File: src/rtl/ifm_rx_sched_if.sv
// FIFO-side bundle for the rx frame scheduler: verdict FIFO, beat FIFO, and the
// good-data and control FIFOs it feeds. master = scheduler, slave = FIFO side.
`timescale 1ns/1ps
interface ifm_rx_sched_if;
    logic        info_fifo_empty;
    logic [7:0]  info_fifo_rdata;
    logic        info_fifo_rden;
    logic        data_fifo_empty;
    logic [72:0] data_fifo_rdata;
    logic        data_fifo_rden;
    logic [72:0] good_fifo_wdata;
    logic        good_fifo_wren;
    logic        good_fifo_afull;
    logic [36:0] ctrl_fifo_wdata;
    logic        ctrl_fifo_wren;
    logic        ctrl_fifo_afull;

    modport master (
        input  info_fifo_empty, info_fifo_rdata, data_fifo_empty, data_fifo_rdata,
        input  good_fifo_afull, ctrl_fifo_afull,
        output info_fifo_rden, data_fifo_rden, good_fifo_wdata, good_fifo_wren,
        output ctrl_fifo_wdata, ctrl_fifo_wren
    );

    modport slave (
        output info_fifo_empty, info_fifo_rdata, data_fifo_empty, data_fifo_rdata,
        output good_fifo_afull, ctrl_fifo_afull,
        input  info_fifo_rden, data_fifo_rden, good_fifo_wdata, good_fifo_wren,
        input  ctrl_fifo_wdata, ctrl_fifo_wren
    );
endinterface

File: src/rtl/ifm_rx_sched.sv
// Receive-side frame scheduler: pops a verdict, then forwards or discards the
// frame's beats; each forwarded frame is followed by a 4-word status record.
`timescale 1ns/1ps
module ifm_rx_sched #(
    parameter bit C_DROP_BAD = 1'b1,
    parameter int C_LEN_W    = 16
) (
    input  logic           s2mm_clk,
    input  logic           sys_rst_n,
    ifm_rx_sched_if.master fifo,
    output logic [31:0]    rx_good_cnt,
    output logic [31:0]    rx_drop_cnt
);
    localparam int LW1 = C_LEN_W + 1;

    typedef enum logic [2:0] {
        S_IDLE, S_COPY, S_DROP, S_STS0, S_STS1, S_STS2, S_STS3
    } state_t;

    state_t             state, next_state;
    logic               run;
    logic [7:0]         vrd;
    logic [C_LEN_W-1:0] len, len_next;
    logic [C_LEN_W:0]   len_sum;
    logic [3:0]         keep_cnt;
    logic               beat_last;
    logic               ctrl_wren_next;
    logic [36:0]        ctrl_wdata_next;

    function automatic logic [3:0] popcount8(input logic [7:0] v);
        logic [3:0] n;
        n = '0;
        for (int i = 0; i < 8; i++) n = n + {3'b000, v[i]};
        return n;
    endfunction

    assign beat_last = fifo.data_fifo_rdata[72];
    assign keep_cnt  = popcount8(fifo.data_fifo_rdata[71:64]);
    assign len_sum   = {1'b0, len} + LW1'(keep_cnt);
    assign len_next  = len_sum[C_LEN_W] ? '1 : len_sum[C_LEN_W-1:0];

    // NOTE: every output of a combinational block gets a default first, so no
    // path through the case leaves it unassigned and infers a latch.
    always_comb begin
        next_state           = state;
        fifo.info_fifo_rden  = 1'b0;
        fifo.data_fifo_rden  = 1'b0;
        fifo.good_fifo_wren  = 1'b0;
        fifo.good_fifo_wdata = '0;
        case (state)
            S_IDLE: begin
                // run keeps the pop strobe low while reset is held.
                if (run && !fifo.info_fifo_empty && !fifo.ctrl_fifo_afull && !fifo.good_fifo_afull) begin
                    fifo.info_fifo_rden = 1'b1;
                    next_state = (fifo.info_fifo_rdata[0] || !C_DROP_BAD) ? S_COPY : S_DROP;
                end
            end
            S_COPY: begin
                if (!fifo.data_fifo_empty && !fifo.good_fifo_afull) begin
                    fifo.data_fifo_rden  = 1'b1;
                    fifo.good_fifo_wren  = 1'b1;
                    fifo.good_fifo_wdata = fifo.data_fifo_rdata;
                    if (beat_last) next_state = S_STS0;
                end
            end
            S_DROP: begin
                if (!fifo.data_fifo_empty) begin
                    fifo.data_fifo_rden = 1'b1;
                    if (beat_last) next_state = S_IDLE;
                end
            end
            S_STS0:  next_state = S_STS1;
            S_STS1:  next_state = S_STS2;
            S_STS2:  next_state = S_STS3;
            S_STS3:  next_state = S_IDLE;
            default: next_state = S_IDLE;
        endcase
    end

    // Status words are registered on entry to each STS state, so word N is on
    // the bus while the FSM sits in STSn.
    always_comb begin
        ctrl_wren_next  = 1'b1;
        ctrl_wdata_next = '0;
        case (next_state)
            S_STS0:  ctrl_wdata_next = {1'b0, 4'hF, 32'h5000_0000};
            S_STS1:  ctrl_wdata_next = {1'b0, 4'hF, 24'h0, vrd};
            S_STS2:  ctrl_wdata_next = {1'b0, 4'hF, 16'h0, 16'(len)};
            S_STS3:  ctrl_wdata_next = {1'b1, 4'hF, 16'h0, rx_good_cnt[15:0]};
            default: ctrl_wren_next  = 1'b0;
        endcase
    end

    // NOTE: sequential state uses non-blocking assignments so every register
    // samples pre-edge values regardless of statement order.
    always_ff @(posedge s2mm_clk or negedge sys_rst_n) begin
        if (!sys_rst_n) begin
            state                <= S_IDLE;
            run                  <= 1'b0;
            vrd                  <= '0;
            len                  <= '0;
            rx_good_cnt          <= '0;
            rx_drop_cnt          <= '0;
            fifo.ctrl_fifo_wren  <= 1'b0;
            fifo.ctrl_fifo_wdata <= '0;
        end else begin
            state                <= next_state;
            run                  <= 1'b1;
            fifo.ctrl_fifo_wren  <= ctrl_wren_next;
            fifo.ctrl_fifo_wdata <= ctrl_wdata_next;
            if (fifo.info_fifo_rden) begin
                vrd <= fifo.info_fifo_rdata;
                len <= '0;
            end
            if (state == S_COPY && fifo.data_fifo_rden) len <= len_next;
            if (state == S_COPY && next_state == S_STS0) rx_good_cnt <= rx_good_cnt + 32'd1;
            if (state == S_DROP && fifo.data_fifo_rden && beat_last) rx_drop_cnt <= rx_drop_cnt + 32'd1;
        end
    end
endmodule

File: src/flat_wrapper.sv
// flat-port wrapper written by rule: the top's interface ports become plain ports
module ifm_rx_sched_flat 
#(
    parameter bit C_DROP_BAD = 1'b1,
    parameter int C_LEN_W    = 16
)
  (s2mm_clk, sys_rst_n, rx_good_cnt, rx_drop_cnt, fifo_info_fifo_empty, fifo_info_fifo_rdata, fifo_data_fifo_empty, fifo_data_fifo_rdata, fifo_good_fifo_afull, fifo_ctrl_fifo_afull, fifo_info_fifo_rden, fifo_data_fifo_rden, fifo_good_fifo_wdata, fifo_good_fifo_wren, fifo_ctrl_fifo_wdata, fifo_ctrl_fifo_wren);
  ifm_rx_sched_if fifo_i ();
  input  logic s2mm_clk;
  input  logic sys_rst_n;
  output logic [31:0] rx_good_cnt;
  output logic [31:0] rx_drop_cnt;
  input wire logic [$bits(fifo_i.info_fifo_empty)-1:0] fifo_info_fifo_empty;
  input wire logic [$bits(fifo_i.info_fifo_rdata)-1:0] fifo_info_fifo_rdata;
  input wire logic [$bits(fifo_i.data_fifo_empty)-1:0] fifo_data_fifo_empty;
  input wire logic [$bits(fifo_i.data_fifo_rdata)-1:0] fifo_data_fifo_rdata;
  input wire logic [$bits(fifo_i.good_fifo_afull)-1:0] fifo_good_fifo_afull;
  input wire logic [$bits(fifo_i.ctrl_fifo_afull)-1:0] fifo_ctrl_fifo_afull;
  output wire logic [$bits(fifo_i.info_fifo_rden)-1:0] fifo_info_fifo_rden;
  output wire logic [$bits(fifo_i.data_fifo_rden)-1:0] fifo_data_fifo_rden;
  output wire logic [$bits(fifo_i.good_fifo_wdata)-1:0] fifo_good_fifo_wdata;
  output wire logic [$bits(fifo_i.good_fifo_wren)-1:0] fifo_good_fifo_wren;
  output wire logic [$bits(fifo_i.ctrl_fifo_wdata)-1:0] fifo_ctrl_fifo_wdata;
  output wire logic [$bits(fifo_i.ctrl_fifo_wren)-1:0] fifo_ctrl_fifo_wren;
  assign fifo_i.info_fifo_empty = fifo_info_fifo_empty;
  assign fifo_i.info_fifo_rdata = fifo_info_fifo_rdata;
  assign fifo_i.data_fifo_empty = fifo_data_fifo_empty;
  assign fifo_i.data_fifo_rdata = fifo_data_fifo_rdata;
  assign fifo_i.good_fifo_afull = fifo_good_fifo_afull;
  assign fifo_i.ctrl_fifo_afull = fifo_ctrl_fifo_afull;
  assign fifo_info_fifo_rden = fifo_i.info_fifo_rden;
  assign fifo_data_fifo_rden = fifo_i.data_fifo_rden;
  assign fifo_good_fifo_wdata = fifo_i.good_fifo_wdata;
  assign fifo_good_fifo_wren = fifo_i.good_fifo_wren;
  assign fifo_ctrl_fifo_wdata = fifo_i.ctrl_fifo_wdata;
  assign fifo_ctrl_fifo_wren = fifo_i.ctrl_fifo_wren;
  ifm_rx_sched #(.C_DROP_BAD(C_DROP_BAD), .C_LEN_W(C_LEN_W)) u_core (.s2mm_clk(s2mm_clk), .sys_rst_n(sys_rst_n), .fifo(fifo_i), .rx_good_cnt(rx_good_cnt), .rx_drop_cnt(rx_drop_cnt));
endmodule
File: config.mk
export PLATFORM = sky130hd
export DESIGN_NAME = ifm_rx_sched_flat
export DESIGN_NICKNAME = d
export VERILOG_FILES = /design/src/rtl/ifm_rx_sched_if.sv /design/src/rtl/ifm_rx_sched.sv /design/src/flat_wrapper.sv
export SDC_FILE = /design/constraint.sdc
export NUM_CORES = 1
export LEC_CHECK = 0
export ABC_AREA = 0
export CORE_AREA = 2 2 103 105
export DETAILED_ROUTE_END_ITERATION = 8
export DIE_AREA = 0 0 105 107
export DONT_BUFFER_PORTS = 1
export PLACE_DENSITY = 0.75
export SETUP_SLACK_MARGIN = 0.4
export SLEW_MARGIN = 30
export SYNTH_ARGS = -nofsm -noshare
export SYNTH_HDL_FRONTEND = slang
export SYNTH_SLANG_ARGS = --single-unit
File: constraint.sdc
create_clock -name s2mm_clk -period 2.31 [get_ports s2mm_clk]
set_input_delay 0.231 -clock s2mm_clk [delete_from_list [all_inputs] [get_ports s2mm_clk]]
set_output_delay 0.231 -clock s2mm_clk [all_outputs]
set_load 0.03 [all_outputs]
==> impl_metrics.tcl, run 1 <==
set metrics [dict create \
    fin_ws_ps -1129 \
    finalWirelength_um 21350 \
    slowest_stage "fa_1" \
    ys_seq_elements 112 \
    drive_gt1_share_pct 46.83 \
    synthArstFlopShare_pct 100.0 \
    worstSkewPairLatency_ps 390 \
    yosysSeqAreaShare_pct 46.71 \
    via_per_inst 6.035 \
    fin_area_um2 9125 \
    synth-main-ff-cell "dfrtp_1" \
    grt_pass1_vias 5512 \
    netlist_area_um2 6001 \
    hold_viol 112 \
    synth_edf_count 0 \
    wl_per_cell_um 23.46 \
    grt_max_degree 113 \
    met1Wirelength_um 7241 \
    synth_cells 610 \
    tritoncts "done" \
    fp.dieArea_um2 11240 \
    grt.overflow.total 0 \
    nNetsFinal 869 \
    r2r_setup_slack_ps -80 \
    dpl.hpwl_um 12310 \
    vdd_drop_max_mv 0.5329 \
    synth_top_area_cell "dfrtp_1" \
    place_area_um2 7127 \
    fin_cells 910 \
    drc 0 \
    synth_area_leaders "dfrtp_1 (47%), and2_1 (7.2%), xnor2_1 (6.9%)" \
    drt-initial-drc-count 638 \
    seqPwrFrac_pct 38.6 \
    yosys_warnings 0 \
    gp_congestion 0.8669 \
    cts_max_level 3 \
    crit_fanout 5 \
    hp-class "in -> async" \
    startpoint_type "input pin" \
    crit_arrival_ps 3770 \
    internal_power_mw 4.078 \
    firstDrtPassIters 5 \
    dieHeight_um 107 \
    grt_first_pass_wirelength_um 29330 \
    p_clk_share_pct 16.3 \
    total_power_mw 6.797 \
    cts.clk_slew.worst_paths_ps 110 \
    wl_met2_um 11460 \
    path_delay_family "adder cells" \
    netSwitchingFraction_pct 40.00 \
    path_cells "ha_4 > inv_2 > fa_1 > fa_1 > fa_2 > fa_2 > xnor2_2 > ha_4 > nand3_1 > o211ai_1 > buf_4 > buf_4 > nand3_1 > a21oi_1 > o221a_2" \
    die_x_um 105 \
    max_stage_delay_ps 490 \
    cts_buffer_depth 2 \
    finalCritPeriodShare_pct 148.9 \
    ctsRootBufferMaster "clkbuf_8" \
    slew_viol_final 0 \
    wl_met3_um 1452 \
    placed_cells 825 \
    ant_nets 0 \
    antenna_found_initial 1 \
    grt_setup_unrepaired "yes" \
    yosysMostFrequentCell "dfrtp_1" \
    p_leak_nw 4.391 \
    fin_crit_ps 3439 \
    synth_commonest_cells "dfrtp_1 (112), and2_1 (69), nand2_1 (68), xnor2_1 (47), nor2_1 (38)" \
    fin_skew_ps 17.00 \
    ys_types 56 \
    path_buf_inv 3 \
    avgSynthCellArea_um2 9.837 \
    top_layer_used "met4" \
    syn_to_final_growth_pct 52.06 \
    p_switching_mw 2.719 \
    power_density_nw_per_um2 744.9 \
    worst_ep_required_time_ps 2640 \
    relSlewSlack_pct 61.28 \
    critPathKind "in -> reg" \
    cts_made_buffers 9 \
    synth_top_area_share_pct 46.71 \
    initial_core_util_pct 59.46 \
    end_kind "flop" \
    rows 37 \
    violations "hold timing, setup timing" \
    combPwrFrac_pct 45.1 \
    post-route-util_pct 90.42 \
    core_um2 10090 \
    io_pins 265 \
    io_buffers 0 \
    grt_usage_pct 33.88 \
    status "finished, violations left" \
    cts_hold_buf 7 \
    vias 5492 \
    worst_pin_slew_ps 577.6 \
    tns_ps -18720 \
    timing.fmax_ghz 0.2908 \
    setup_viol 88 \
    max_cap_violations 0 \
    holdWs_ps -472.3 \
    clock-sinks 112 \
    nFillCells 400 \
]
-- logic make-up (layout without fill, tap and decap cells) --
family          count (synthesis)  count (layout)  share of synthesized area [%]
buf+inv                        68             217                          5.901
other cells                     2              16                         0.1252
flops                         112             112                          46.71
fa+ha+maj                      14              14                          3.545
mux                            18              18                          3.023
simple gates                  285             286                          25.96
compound gates                 46              46                          5.254
xor+xnor                       65              65                          9.487
-- power groups by stage --
| stage | clock (mW) | sequential, mW | combinational, mW |
|---|---|---|---|
| floorplan | 0 | 2.62 | 1.39 |
| global placement | 0 | 2.61 | 1.91 |
| detailed placement | 0 | 2.62 | 1.98 |
| CTS | 1.09 | 2.59 | 2.70 |
| global route | 1.17 | 2.64 | 3.23 |
| finish | 1.11 | 2.62 | 3.07 |
-- through the flow --
step	hold slack, ps	worst slack (ps)
2_1_floorplan	-64.59	-1345
3_3_place_gp	-62.19	-1438
3_5_place_dp	-62.30	-1534
4_1_cts	-487.3	-1111
5_1_grt	-493.1	-1214
6_report	-472.3	-1129
-- cells in the final DEF, fill, tap and decap left out, drive strengths merged, types with 2 or more instances in the layout --
cell,synthesis,routed
nand4,21,21
xor2,18,18
inv,25,26
dlygate4sd3,0,7
nor3,15,15
nor4b,2,2
conb,2,15
buf,27,168
nand2,68,68
nor2,38,38
o221a,4,4
and4,8,8
o21ai,11,11
and2,70,71
o21a,2,2
fa,5,5
a211oi,2,2
xnor2,47,47
nor3b,2,2
or4b,2,2
dfrtp,112,112
nand3,34,34
a21oi,10,10
and3,14,14
mux2i,17,17
o21bai,2,2
nor4,2,2
a31oi,5,5
ha,9,9
nor2b,2,2
nand2b,4,4
clkbuf,15,9
clkinv,1,6
-- cell type report --
type                       count  area [um^2]  area share (%)
antenna                        1        2.502         0.02742
clock buffer                   9        123.9           1.357
clock inverter                 7        56.30          0.6170
inverter                      26        105.1           1.152
multi-input combinational    444         3707           40.63
sequential                   112         2804           30.73
tap                          136        170.2           1.865
timing repair buffer         175         2156           23.63
-- worst register-to-register path, cell delays in order, from the launching register on --
cell	delay, ps
dfrtp_2	450
buf_6	130
buf_6	110
buf_12	110
or4b_4	540
buf_6	150
nor3_4	230
and2_4	240
nand4_1	140
xnor2_1	230
-- sequential cells by signal, indices dropped and copies added, names as in the netlist --
register,cells
u_core.rx_good_cnt,32
u_core.fifo.ctrl_fifo_wren,1
u_core.rx_drop_cnt,32
u_core.len,16
u_core.fifo.ctrl_fifo_wdata,19
u_core.state,3
u_core.run,1
u_core.vrd,8
-- what timing repair did --
item | CTS | global route
setup endpoints to repair | 131 | 149
gates resized for setup | 191 | 78
gates cloned | 11 | 0
pin swaps | 115 | 52
buffers inserted | 36 | 14
endpoints found under the hold margin | 119 | 112
-- routing by layer --
layer	global-route usage, %	vias up
met5	0	-
met4	15.05	0
met3	7.781	102
met2	62.80	350
met1	36.87	2703
li1	-	2337
-- worst paths after layout --
kind / cells after the start / startpoint / to
worst max-delay path: 15 / fifo_data_fifo_rdata[65] / u_core.len[7]
min in group s2mm_clk: 2 / fifo_info_fifo_rdata[0] / u_core.vrd[0]
worst min register to register: 2 / u_core.vrd[1] / u_core.fifo.ctrl_fifo_wdata[1]
worst min-delay path: 0 / sys_rst_n / u_core.rx_drop_cnt[25]
worst max register to register: 9 / u_core.state[2] / u_core.rx_drop_cnt[30]
max in group asynchronous: 0 / sys_rst_n / u_core.fifo.ctrl_fifo_wdata[9]
(Power assumes the default switching activity.)
==> run 2, diff against run 1 <==
==> constraint.sdc (replaced) <==
create_clock -name s2mm_clk -period 3.3 [get_ports s2mm_clk]
set_input_delay 0.33 -clock s2mm_clk [delete_from_list [all_inputs] [get_ports s2mm_clk]]
set_output_delay 0.33 -clock s2mm_clk [all_outputs]
set_load 0.03 [all_outputs]
==> run 2 against run 1 <==
Effect of this change:
- the run still ends with hold timing, setup timing left
- wire length shrank 34%
- cell count fell by 17%
- register-to-register slack better by 800 ps
- sequential power is 27% lower
- sequential share of layout area increased by 13 points
- flip-flop and latch count stayed put
- clock-buffer cell count rose by 4
- combinational power decreased by 63%
- non-clock buffer count is 150 lower
- via count decreased by 19%
- largest power group is now sequential cells
==> impl_metrics.tcl, run 2 (synthesized netlist as in run 1, its figures left out) <==
set metrics [dict create \
    status "finished, violations left" \
    violations "hold timing, setup timing" \
    cts.clk_slew.worst_paths_ps 90 \
    nFillCells 827 \
    power_density_nw_per_um2 601.0 \
    grt_pass1_vias 4396 \
    dpl.hpwl_um 10790 \
    cts_max_level 3 \
    gp_congestion 0.7985 \
    startpoint_type "input pin" \
    die_x_um 105 \
    r2r_setup_slack_ps 720 \
    placed_cells 734 \
    relSlewSlack_pct 40.51 \
    fin_crit_ps 3588 \
    finalCritPeriodShare_pct 108.7 \
    drt-initial-drc-count 273 \
    seqCellArea_um2 2804 \
    io_buffers 0 \
    grt.overflow.total 0 \
    final_common_cell "dfrtp_1" \
    fin_skew_ps 9.499 \
    multi_input_area_um2 2980 \
    io_pins 265 \
    crit_path_frequent_cell "fa_2" \
    path_cells "ha_4 > inv_2 > fa_1 > fa_1 > fa_2 > fa_2 > buf_6 > fa_2 > nand2b_4 > a21oi_4 > nand4_1 > buf_4 > nand3_2 > o221a_2" \
    max_stage_delay_ps 490 \
    layout_common_cells "dfrtp_1 (111), and2_1 (68), nand2_1 (67)" \
    worst_pin_slew_ps 890.5 \
    hp-class "in -> async" \
    grt_max_degree 113 \
    nNetsFinal 718 \
    fin_cells 758 \
    reg2regPathDepth 6 \
    reg2reg_from "u_core.run" \
    fin_area_um2 6462 \
    clock-sinks 112 \
    syn_to_final_growth_pct 7.694 \
    ctsRootBufferMaster "clkbuf_8" \
    place_area_um2 6148 \
    p_leak_nw 3.045 \
    finalWirelength_um 14140 \
    grt_setup_unrepaired "yes" \
    ant_nets 0 \
    timing.fmax_ghz 0.2787 \
    worstSkewPairLatency_ps 360 \
    rows 37 \
    antenna_found_initial 1 \
    end_kind "flop" \
    reg_top3 "u_core.rx_drop_cnt (32), u_core.rx_good_cnt (32), u_core.fifo.ctrl_fifo_wdata (19)" \
    vias 4437 \
    fp.dieArea_um2 11240 \
    antennaDiodeCount 0 \
    max_cap_violations 0 \
    worstReg2RegEnd "u_core.len[15]" \
    wl_per_cell_um 18.65 \
    firstDrtPassIters 4 \
    critPathKind "in -> reg" \
    crit_arrival_ps 3890 \
    dieHeight_um 107 \
    cts_made_buffers 9 \
    via_per_inst 5.854 \
    setup_viol 16 \
    tns_ps -3535 \
    tritoncts "done" \
    grt_usage_pct 25.40 \
    vdd_drop_max_mv 0.3276 \
    initial_core_util_pct 59.46 \
    drive_gt1_share_pct 11.90 \
    crit_fanout 7 \
    worst_ep_required_time_ps 3610 \
    slowest_stage "fa_1" \
    grt_first_pass_wirelength_um 22330 \
    drc 0 \
    fin_ws_ps -287.6 \
    hold_viol 112 \
    holdWs_ps -351.9 \
    slew_viol_final 0 \
    cts_buffer_depth 2 \
    core_um2 10090 \
]
## run 2: worst max-delay path by stage
| stage | startpoint | to | slack (ps) | cells after the start |
|---|---|---|---|---|
| finish | fifo_data_fifo_rdata[65] | u_core.len[7] | -290 | 14 |
| global placement | fifo_data_fifo_rdata[65] | u_core.len[13] | -640 | 12 |
| CTS | fifo_data_fifo_rdata[65] | u_core.len[2] | -230 | 14 |
| floorplan | fifo_data_fifo_rdata[65] | u_core.len[13] | -450 | 12 |
| detailed placement | fifo_data_fifo_rdata[65] | u_core.len[13] | -760 | 12 |
| global route | fifo_data_fifo_rdata[65] | u_core.len[5] | -380 | 13 |
## run 2: per-stage QoR
stage / utilization [%] / setup WS, ps / hold slack (ps) / total power, mW
global route: 64.03 / -379.6 / -384.3 / 4.100
CTS: 63.80 / -234.2 / -370.4 / 3.898
detailed placement: 60.92 / -759.2 / 36.99 / 2.981
finish: 64.03 / -287.6 / -351.9 / 3.884
floorplan: - / -454.1 / 34.41 / 2.787
global placement: 60.91 / -639.7 / 36.85 / 2.937
## run 2: worst max-delay path, delay by kind of cell
kind | cells | cell delay, ps
adder cells (fa/ha/maj) | 6 | 2310
AND/OR/NAND/NOR | 3 | 500
buffers and inverters | 3 | 410
AO/OA/AOI/OAI | 2 | 330
## run 2: layout make-up
class | instances | share of cell area (%)
Sequential cell | 112 | 43.39
Timing Repair Buffer | 25 | 3.078
Multi-Input combinational cell | 443 | 46.12
Clock inverter | 3 | 0.6196
Clock buffer | 13 | 2.459
Tap cell | 136 | 2.633
Inverter | 26 | 1.704
## run 2: where the power goes
group | total [mW] | internal, mW | switching, mW
combinational | 1.15 | 0.465 | 0.683
clock | 0.818 | 0.391 | 0.426
sequential | 1.92 | 1.54 | 0.374
## run 2: per-layer routing
metal	GRT usage, %	vias up	share of wire [%]
met4	11.81	0	2.8
met5	0	-	0
met3	4.681	36	5.8
met1	28.44	2161	37
met2	46.80	211	54
li1	-	2029	-
## run 2: what timing repair did
action	CTS	global route
gates resized for setup	8	5
endpoints found under the setup margin	82	83
endpoints found under the hold margin	112	112
pin swaps	13	7
setup buffers	7	1
==> run 3, diff against run 2 <==
--- a/config.mk
+++ b/config.mk
@@ -11,8 +11,10 @@
 export DIE_AREA = 0 0 105 107
 export DONT_BUFFER_PORTS = 1
 export PLACE_DENSITY = 0.75
+export RECOVER_POWER = 100
 export SETUP_SLACK_MARGIN = 0.4
 export SLEW_MARGIN = 30
 export SYNTH_ARGS = -nofsm -noshare
 export SYNTH_HDL_FRONTEND = slang
 export SYNTH_SLANG_ARGS = --single-unit
+export TNS_END_PERCENT = 5
==> run 3 against run 2 <==
Effect of this change:
- the run still ends with hold timing, setup timing left
- register-to-register slack worse by 90 ps
- via count is 0.68% higher
- cell count stayed put
- first-iteration DRC count is 9.5% higher
- setup slack worse by 2.5 ps
- design area is 1.7% lower
- total power is 0.95% lower
- highest routed layer unchanged
==> impl_metrics.tcl, run 3 (synthesized netlist as in run 1, its figures left out) <==
set metrics [dict create \
    core_um2 10090 \
    die_x_um 105 \
    drc 0 \
    critPathKind "in -> reg" \
    hold_viol 112 \
    final_common_cell "dfrtp_1" \
    antenna_found_initial 2 \
    seqPwrFrac_pct 50.0 \
    grt_pass1_vias 4453 \
    gp_congestion 0.8877 \
    fin_crit_ps 3590 \
    io_buffers 0 \
    reg_top3 "u_core.rx_drop_cnt (32), u_core.rx_good_cnt (32), u_core.fifo.ctrl_fifo_wdata (19)" \
    dieHeight_um 107 \
    finalWirelength_um 14880 \
    grt_first_pass_wirelength_um 22760 \
    firstDrtPassIters 4 \
    worst_ep_required_time_ps 3600 \
    power_density_nw_per_um2 605.5 \
    startpoint_type "input pin" \
    end_kind "flop" \
    cts_made_buffers 9 \
    nNetsFinal 717 \
    worst_pin_slew_ps 1069 \
    relSlewSlack_pct 28.78 \
    holdWs_ps -356.3 \
    ctsRootBufferMaster "clkbuf_8" \
    ant_nets 0 \
    internal_power_mw 2.345 \
    violations "hold timing, setup timing" \
    cts_buffer_depth 2 \
    initial_core_util_pct 59.46 \
    fp.dieArea_um2 11240 \
    via_per_inst 5.893 \
    cts_max_level 3 \
    syn_to_final_growth_pct 5.880 \
    setup_viol 16 \
    vias 4467 \
    tritoncts "done" \
    crit_arrival_ps 3890 \
    p_clk_share_pct 21.2 \
    p_leak_nw 2.973 \
    max_cap_violations 0 \
    grt_setup_unrepaired "yes" \
    fin_ws_ps -290.1 \
    dpl.hpwl_um 11390 \
    io_pins 265 \
    drt-initial-drc-count 299 \
    netSwitchingFraction_pct 39.05 \
    fin_skew_ps 9.049 \
    status "finished, violations left" \
    drive_gt1_share_pct 9.018 \
    p_switching_mw 1.502 \
    place_worst_setup_slack_ps -717.3 \
    combPwrFrac_pct 28.9 \
    grt_usage_pct 26.02 \
    crit_fanout 6 \
    timing.fmax_ghz 0.2785 \
    worstSkewPairLatency_ps 370 \
    grt_max_degree 113 \
    hp-class "in -> async" \
    vdd_drop_max_mv 0.3618 \
    rows 37 \
    r2r_setup_slack_ps 630 \
    layout_common_cells "dfrtp_1 (112), nand2_1 (67), and2_1 (67)" \
    wl_per_cell_um 19.63 \
    clock-sinks 112 \
    grt.overflow.total 0 \
    slew_viol_final 0 \
    cts.clk_slew.worst_paths_ps 100 \
    finalCritPeriodShare_pct 108.8 \
]
-- run 3: cell count changes in the layout (fill, tap and decap cells not counted), sizes merged --
| cell | change |
|---|---|
| clkinvlp | +1 |
| buf | -8 |
| diode | +1 |
| clkbuf | +5 |
| inv | +1 |
-- run 3: worst paths after layout --
kind	from	end	cells past startpoint
setup / recovery	fifo_data_fifo_rdata[65]	u_core.len[7]	13
setup reg to reg	u_core.state[2]	u_core.len[10]	6
hold reg to reg	u_core.vrd[7]	u_core.vrd[7]	2
min in group s2mm_clk	fifo_info_fifo_rdata[5]	u_core.vrd[5]	2
max in group asynchronous	sys_rst_n	u_core.len[7]	0
hold / removal	sys_rst_n	u_core.rx_drop_cnt[24]	0
-- run 3: worst max-delay path, stage by stage --
cell      delay (ps)
ha_4             240
inv_2             30
fa_1             490
fa_1             440
fa_2             370
fa_2             450
fa_2             380
nand2b_4         160
a21oi_4          140
nand4_1          290
buf_4            270
a21oi_2          120
o221a_2          200
-- run 3: stage by stage --
stage,area [um^2],util (%),setup TNS [ps],cells,total power [mW]
3_3_place_gp,6110,60.54,-8716,735,2.920
3_5_place_dp,6111,60.55,-10560,735,2.978
6_report,6354,62.96,-2753,758,3.847
2_1_floorplan,6068,-,-6259,623,2.762
5_1_grt,6354,62.96,-4303,758,4.042
4_1_cts,6352,62.94,-2868,753,3.827
-- run 3: cell type report --
class / instances / area [um^2]
clock inverters: 5 / 56.30
clock buffers: 11 / 141.4
diodes: 1 / 2.502
repair buffers: 24 / 157.7
well taps: 136 / 170.2
fillers: 872 / 3739
flip-flops and latches: 112 / 2803
inverters: 26 / 100.1
multi-input cells: 443 / 2923
-- run 3: layer usage --
metal	global-route usage (%)	vias up	share of wire, %
met5	0	-	0
met4	12.86	0	3.3
met3	4.498	32	5.4
met2	49.03	220	54
met1	28.06	2182	37
li1	-	2033	-
-- run 3: repair_timing --
item / 4_1_cts / 5_1_grt
setup endpoints to repair: 50 / 84
gates cloned: 0 / 0
gates resized for setup: 6 / 9
pin swaps: 9 / 10
setup buffers: 2 / 4
endpoints found under the hold margin: 112 / 112
-- run 3: power by group through the flow --
stage	sequential, mW	combinational (mW)	clock, mW
3_3_place_gp	1.94	0.982	0
2_1_floorplan	1.83	0.929	0
5_1_grt	1.95	1.22	0.880
3_5_place_dp	1.95	1.03	0
4_1_cts	1.92	1.08	0.829
6_report	1.92	1.11	0.815
